`config.mk`:
```
export PLATFORM = sky130hd
export DESIGN_NAME = sine_width_gen_flat
export DESIGN_NICKNAME = d
export VERILOG_FILES = /design/src/rtl/sine_width_if.sv /design/src/rtl/sine_width_gen.sv /design/src/flat_wrapper.sv
export SDC_FILE = /design/constraint.sdc
export NUM_CORES = 1
export LEC_CHECK = 0
export CAP_MARGIN = 20
export CORE_UTILIZATION = 53
export CTS_BUF_LIST = sky130_fd_sc_hd__clkbuf_16
export DETAILED_ROUTE_END_ITERATION = 8
export GPL_ROUTABILITY_DRIVEN = 1
export HOLD_SLACK_MARGIN = 0.03
export MAX_ROUTING_LAYER = met4
export PLACE_DENSITY = 0.79
export SETUP_SLACK_MARGIN = 0.02
export SLEW_MARGIN = 20
export SYNTH_ARGS = -nofsm -noshare
export SYNTH_HDL_FRONTEND = slang
export SYNTH_SLANG_ARGS = --single-unit
```
`constraint.sdc`:
```
create_clock -name clk -period 2.8 [get_ports clk]
set_input_delay 0.28 -clock clk [delete_from_list [all_inputs] [get_ports clk]]
set_output_delay 0.28 -clock clk [all_outputs]
set_load 0.005 [all_outputs]
```
`src/rtl/sine_width_if.sv`:
```
// Bus between the tick/frequency source and the sine width generator.
// SINE_AMP_SCALE_EN adds the 8-bit amplitude word.
interface sine_width_if #(
    parameter int PHASE_W = 32,
    parameter int WIDTH_W = 32
);
    logic               en;
    logic               tick;
    logic [PHASE_W-1:0] phase_inc;
`ifdef SINE_AMP_SCALE_EN
    logic [7:0]         amp;
`endif
    logic [WIDTH_W-1:0] width;
    logic               width_stb;

    modport master (
        output en, tick, phase_inc,
`ifdef SINE_AMP_SCALE_EN
        output amp,
`endif
        input  width, width_stb
    );

    modport slave (
        input  en, tick, phase_inc,
`ifdef SINE_AMP_SCALE_EN
        input  amp,
`endif
        output width, width_stb
    );
endinterface

```
`src/rtl/sine_width_gen.sv`:
```
// Per-PWM-period duty width from a phase-accumulator DDS with a quarter-wave LUT.
// SINE_AMP_SCALE_EN adds amplitude scaling (one extra stage, latency 4 instead of 3).
module sine_width_gen #(
    parameter int PWM_PERIOD = 1000,
    parameter int ADDR_W     = 8,
    parameter int PHASE_W    = 32,
    parameter int WIDTH_W    = 32
) (
    input  logic         clk,
    input  logic         rst_n,
    sine_width_if.slave  bus
);
    localparam int  MID       = PWM_PERIOD / 2;
    localparam int  LUT_DEPTH = 1 << ADDR_W;
    localparam int  QW        = $clog2(MID);
    localparam real PI        = 3.14159265358979323846;
`ifdef SINE_AMP_SCALE_EN
    localparam int  STAGES    = 4;
`else
    localparam int  STAGES    = 3;
`endif

    // Quarter-wave table, sampled at bin centres so no entry is 0 or MID.
    logic [LUT_DEPTH-1:0][QW-1:0] w_lut;
    for (genvar k = 0; k < LUT_DEPTH; k++) begin : g_lut
        localparam real ANG = PI / 2.0 * (real'(k) + 0.5) / real'(LUT_DEPTH);
        localparam int  QV  = $rtoi(real'(MID - 1) * $sin(ANG) + 0.5);
        assign w_lut[k] = QW'(QV);
    end

    logic                 w_accept;
    logic [ADDR_W+1:0]    w_idx;
    logic [PHASE_W-1:0]   r_phase;
    logic [STAGES:1]      r_vld_pipe;
    logic [ADDR_W-1:0]    r_addr;
    logic                 r_neg1, r_neg2;
    logic [QW-1:0]        r_q2;
    logic [QW-1:0]        w_mag;
    logic                 w_neg;
    logic [WIDTH_W-1:0]   w_width;
    logic [WIDTH_W-1:0]   r_width;

    assign w_accept = bus.tick & bus.en;
    assign w_idx    = r_phase[PHASE_W-1 -: ADDR_W+2];

    always_ff @(posedge clk or negedge rst_n) begin
        if (!rst_n) begin
            r_phase    <= '0;
            r_vld_pipe <= '0;
        end else begin
            r_vld_pipe <= {r_vld_pipe[STAGES-1:1], w_accept};
            if (w_accept)
                r_phase <= r_phase + bus.phase_inc;
        end
    end

    // S1: odd quadrants read the table mirrored (LUT_DEPTH-1-a == ~a).
    always_ff @(posedge clk or negedge rst_n) begin
        if (!rst_n) begin
            r_addr <= '0;
            r_neg1 <= 1'b0;
        end else if (w_accept) begin
            r_addr <= w_idx[ADDR_W] ? ~w_idx[ADDR_W-1:0] : w_idx[ADDR_W-1:0];
            r_neg1 <= w_idx[ADDR_W+1];
        end
    end

    // S2: synchronous ROM read.
    always_ff @(posedge clk or negedge rst_n) begin
        if (!rst_n) begin
            r_q2   <= '0;
            r_neg2 <= 1'b0;
        end else begin
            r_q2   <= w_lut[r_addr];
            r_neg2 <= r_neg1;
        end
    end

`ifdef SINE_AMP_SCALE_EN
    logic [7:0]    r_amp1, r_amp2;
    logic [QW+7:0] w_prod;
    logic [QW-1:0] r_q3;
    logic          r_neg3;

    assign w_prod = (QW+8)'(r_q2) * (QW+8)'(r_amp2);

    always_ff @(posedge clk or negedge rst_n) begin
        if (!rst_n) begin
            r_amp1 <= '0;
            r_amp2 <= '0;
            r_q3   <= '0;
            r_neg3 <= 1'b0;
        end else begin
            if (w_accept)
                r_amp1 <= bus.amp;
            r_amp2 <= r_amp1;
            r_q3   <= w_prod[QW+7:8];
            r_neg3 <= r_neg2;
        end
    end

    assign w_mag = r_q3;
    assign w_neg = r_neg3;
`else
    assign w_mag = r_q2;
    assign w_neg = r_neg2;
`endif

    assign w_width = w_neg ? WIDTH_W'(MID) - WIDTH_W'(w_mag)
                           : WIDTH_W'(MID) + WIDTH_W'(w_mag);

    always_ff @(posedge clk or negedge rst_n) begin
        if (!rst_n)
            r_width <= WIDTH_W'(MID);
        else if (r_vld_pipe[STAGES-1])
            r_width <= w_width;
    end

    assign bus.width     = r_width;
    assign bus.width_stb = r_vld_pipe[STAGES];
endmodule

```
`src/flat_wrapper.sv`:
```
// flat-port wrapper written by rule: the top's interface ports become plain ports
module sine_width_gen_flat 
#(
    parameter int PWM_PERIOD = 1000,
    parameter int ADDR_W     = 8,
    parameter int PHASE_W    = 32,
    parameter int WIDTH_W    = 32
)
  (clk, rst_n, bus_en, bus_tick, bus_phase_inc, bus_width, bus_width_stb);
  sine_width_if #(.PHASE_W(PHASE_W), .WIDTH_W(WIDTH_W)) bus_i ();
  input  logic clk;
  input  logic rst_n;
  input wire logic [$bits(bus_i.en)-1:0] bus_en;
  input wire logic [$bits(bus_i.tick)-1:0] bus_tick;
  input wire logic [$bits(bus_i.phase_inc)-1:0] bus_phase_inc;
  output wire logic [$bits(bus_i.width)-1:0] bus_width;
  output wire logic [$bits(bus_i.width_stb)-1:0] bus_width_stb;
  assign bus_i.en = bus_en;
  assign bus_i.tick = bus_tick;
  assign bus_i.phase_inc = bus_phase_inc;
  assign bus_width = bus_i.width;
  assign bus_width_stb = bus_i.width_stb;
  sine_width_gen #(.PWM_PERIOD(PWM_PERIOD), .ADDR_W(ADDR_W), .PHASE_W(PHASE_W), .WIDTH_W(WIDTH_W)) u_core (.clk(clk), .rst_n(rst_n), .bus(bus_i));
endmodule
```
==> results.cfg <==
[run_status]
run_status = completed

[critical_path]
reg2reg_depth = 11
crit_path_start_kind = input port
slowest_stage = clkdlybuf4s50_1
worstPathArrival_ns = 2.80
r2r-start = u_core.r_phase[0]
critPathMaxFanout = 2
crit_top_cell = o21ai_1
rr_endpoint = u_core.r_phase[28]
rrSetupSlack_ns = 0.22
crit_required_ns = 3.01
slowest_delay_ns = 0.41
worstSetupPathType = in -> reg
path_cells = clkdlybuf4s50_1 > ha_1 > fa_2 > a211oi_2 > nor3_1 > o2111ai_1 > nand2_2 > a21o_1 > o311ai_4 > o21ai_1 > xnor2_1 > o21ai_1
endpoint_kind = flop

[timing]
final_hold_viol_count = 0
timing.fmax_mhz = 387
rsz0062_at_grt = false
tightest_slew_ns = 0.914
final_max_slew_viol_count = 0
finalSetupViolCount = 0
clock_skew_ns = 0.00422
slew_headroom_pct = 39.1
period_needed_ns = 2.59
fin_ws_ns = 0.213
finalCritPeriodShare_pct = 92.4

[place]
io_buffer_count = 68
dp_hpwl_um = 12600
place_ws_ns = -0.322
globalplace.congestion = 0.933

[floorplanning]
die_h_um = 111
fp-row-count = 39
initial_core_util_pct = 54.6
dieArea_um2 = 12300
coreArea_um2 = 11500
boundaryPins = 69
die_w_um = 111

[cts]
root_buffer = clkbuf_16
clk_path_buf_depth = 2
ctsHoldBuffers = 0
clock-sinks = 65
clk_latency_ns = 0.34
clk_pin_slew_ns = 0.05
htreeDepth = 3
cts-buffers-inserted = 9
cts_tree = yes

[global_routing]
first_global_vias = 5988
grt_use_total_pct = 29.2
overflow = 0
antenna_found_initial = 0
grt_pass1_wl_um = 28500
grt_max_degree = 51

[finish]
area_delta_synth_final_pct = 19.1
num-nets-final = 940
num-fill-cells = 984
antenna_cells = 0
utilization_pct = 65.0
drive_gt1_share_pct = 12.6

[routing]
routedWlPerCell_um = 16.8
vias = 6004
final_antenna_net_count = 0
wl_um = 16800
drc_errors = 0
dr.pass1.iters = 7
vias_per_cell = 6.00
drt_iter0_markers = 504

[synthesis]
synthCells = 800
synth_ff_type = dfrtp_1
yosys_warnings = 0
synth_fp_nets = 888
synth_seq_cells = 65
syn_avg_cell_area_um2 = 7.83
synthesis.area_um2 = 6260
synthTopCellsByCount = 111 x nand2_1, 84 x o21ai_0, 81 x a21oi_1, 65 x nor2_1, 59 x dfrtp_1
synth_area_leaders = dfrtp_1 24%, ha_1 10%, o21ai_0 6.7%, nand2_1 6.7%, a21oi_1 6.5%
synth_edf_count = 0
synth_top_area_share_pct = 23.6
synth.most_common_cell = nand2_1
synth.largest_area_cell = dfrtp_1
ys_seq_area_share_pct = 26.1
async_reset_ff_share_pct = 100
ys_types = 66

[power_and_ir_drop]
peakVddDrop_mv = 0.714
p_leak_nw = 3.17
p_per_area_nw_per_um2 = 1300
p_total_mw = 9.71

[run]
drv_cap = 0

[min_path]
hold_path.class = in -> async
## worst max-delay path by stage
| stage | startpoint | endpoint | slack (ns) |
|---|---|---|---|
| after floorplan | u_core.r_phase[0] | u_core.r_phase[24] | 0.23 |
| after detailed placement | bus_phase_inc[0] | u_core.r_phase[28] | -0.32 |
| after global placement | bus_phase_inc[0] | u_core.r_phase[24] | -0.25 |
| final | bus_phase_inc[0] | u_core.r_phase[28] | 0.21 |
| after CTS | u_core.r_phase[0] | u_core.r_phase[28] | 0.02 |
| after global routing | bus_phase_inc[1] | u_core.r_phase[31] | 0.02 |
## power by group
| group | leakage [nW] | internal, mW | switching (mW) |
|---|---|---|---|
| Clock | 0.140 | 0.679 | 0.419 |
| Combinational | 2.24 | 2.96 | 3.65 |
| Sequential | 0.781 | 1.41 | 0.594 |
| Total | 3.17 | 5.05 | 4.66 |
## what timing repair did
action                     CTS  global route
buffers inserted             0             0
gates resized for setup      0             4
setup endpoints to repair    0             6
## flip-flops by register name (all words and copies together), names as in the netlist
register / cells
u_core.r_neg2: 1
u_core.r_q2: 9
u_core.bus.width: 11
u_core.r_addr: 8
u_core.r_neg1: 1
u_core.r_vld_pipe: 3
u_core.r_phase: 32
## cell usage in the layout (no fill, tap or decap), types with 5 or more instances in the layout
master | netlist | routed
nand4_1 | 6 | 6
a31oi_1 | 14 | 14
xnor2_1 | 31 | 31
mux2_2 | 14 | 14
nor2b_1 | 7 | 7
clkdlybuf4s50_1 | 0 | 67
a21oi_1 | 81 | 81
o31ai_1 | 8 | 8
nand2_1 | 111 | 110
buf_4 | 23 | 43
a221oi_1 | 5 | 5
nand2b_1 | 9 | 9
nand3_1 | 7 | 7
a211oi_1 | 7 | 7
xor2_1 | 15 | 15
a311oi_1 | 6 | 5
mux2i_1 | 7 | 7
nor3_1 | 13 | 13
o21ai_1 | 17 | 17
dfrtp_1 | 59 | 58
a21o_1 | 11 | 11
o21ai_0 | 84 | 84
dfstp_2 | 6 | 6
ha_1 | 51 | 51
clkbuf_16 | 0 | 9
nor2_1 | 65 | 65
inv_1 | 19 | 20
and3_1 | 5 | 5
o211ai_1 | 7 | 7
## worst max-delay path: cells and delay by family
family | cells | cell delay [ns]
XOR/XNOR | 1 | 0.17
buffers and inverters | 1 | 0.41
AND/OR/NAND/NOR | 2 | 0.21
adder cells (fa/ha/maj) | 2 | 0.60
AO/OA/AOI/OAI | 6 | 1.13
## kinds of logic after synthesis
logic type / after synthesis / share of synthesized area [%]
compound gates: 280 / 28.0
xor+xnor: 46 / 6.43
fa+ha+maj: 52 / 10.5
buf+inv: 95 / 7.31
flops: 65 / 26.1
mux: 25 / 5.08
simple gates: 237 / 16.6
## per-stage QoR
| step | hold WS (ns) | setup TNS (ns) | cell area (µm²) | cells |
|---|---|---|---|---|
| 2_1_floorplan | -0.0156 | 0 | 6260 | 800 |
| 3_3_place_gp | 0.335 | -1.03 | 7140 | 984 |
| 3_5_place_dp | 0.340 | -1.74 | 7140 | 984 |
| 4_1_cts | 0.0614 | 0 | 7430 | 1000 |
| 5_1_grt | 0.113 | 0 | 7460 | 1000 |
| 6_report | 0.0486 | 0 | 7460 | 1000 |
## routing by layer
metal  track usage [%]  wire, µm  vias to the layer above
met5                 -         0                        -
met4              10.8       358                        0
met3              4.43       895                       38
met2              48.5      8290                      217
met1              36.0      7290                     2804
li1                  -         -                     2945
## layout make-up
class / count / area [µm²] / area share, %
Multi-Input combinational cell: 640 / 4200 / 56.3
Timing Repair Buffer: 115 / 1080 / 14.5
Inverter: 21 / 78.8 / 1.06
Clock buffer: 9 / 225 / 3.02
Sequential cell: 65 / 1640 / 21.9
Clock inverter: 7 / 62.6 / 0.839
Tap cell: 143 / 179 / 2.40
Note: power is estimated with default switching activity, not from simulation.
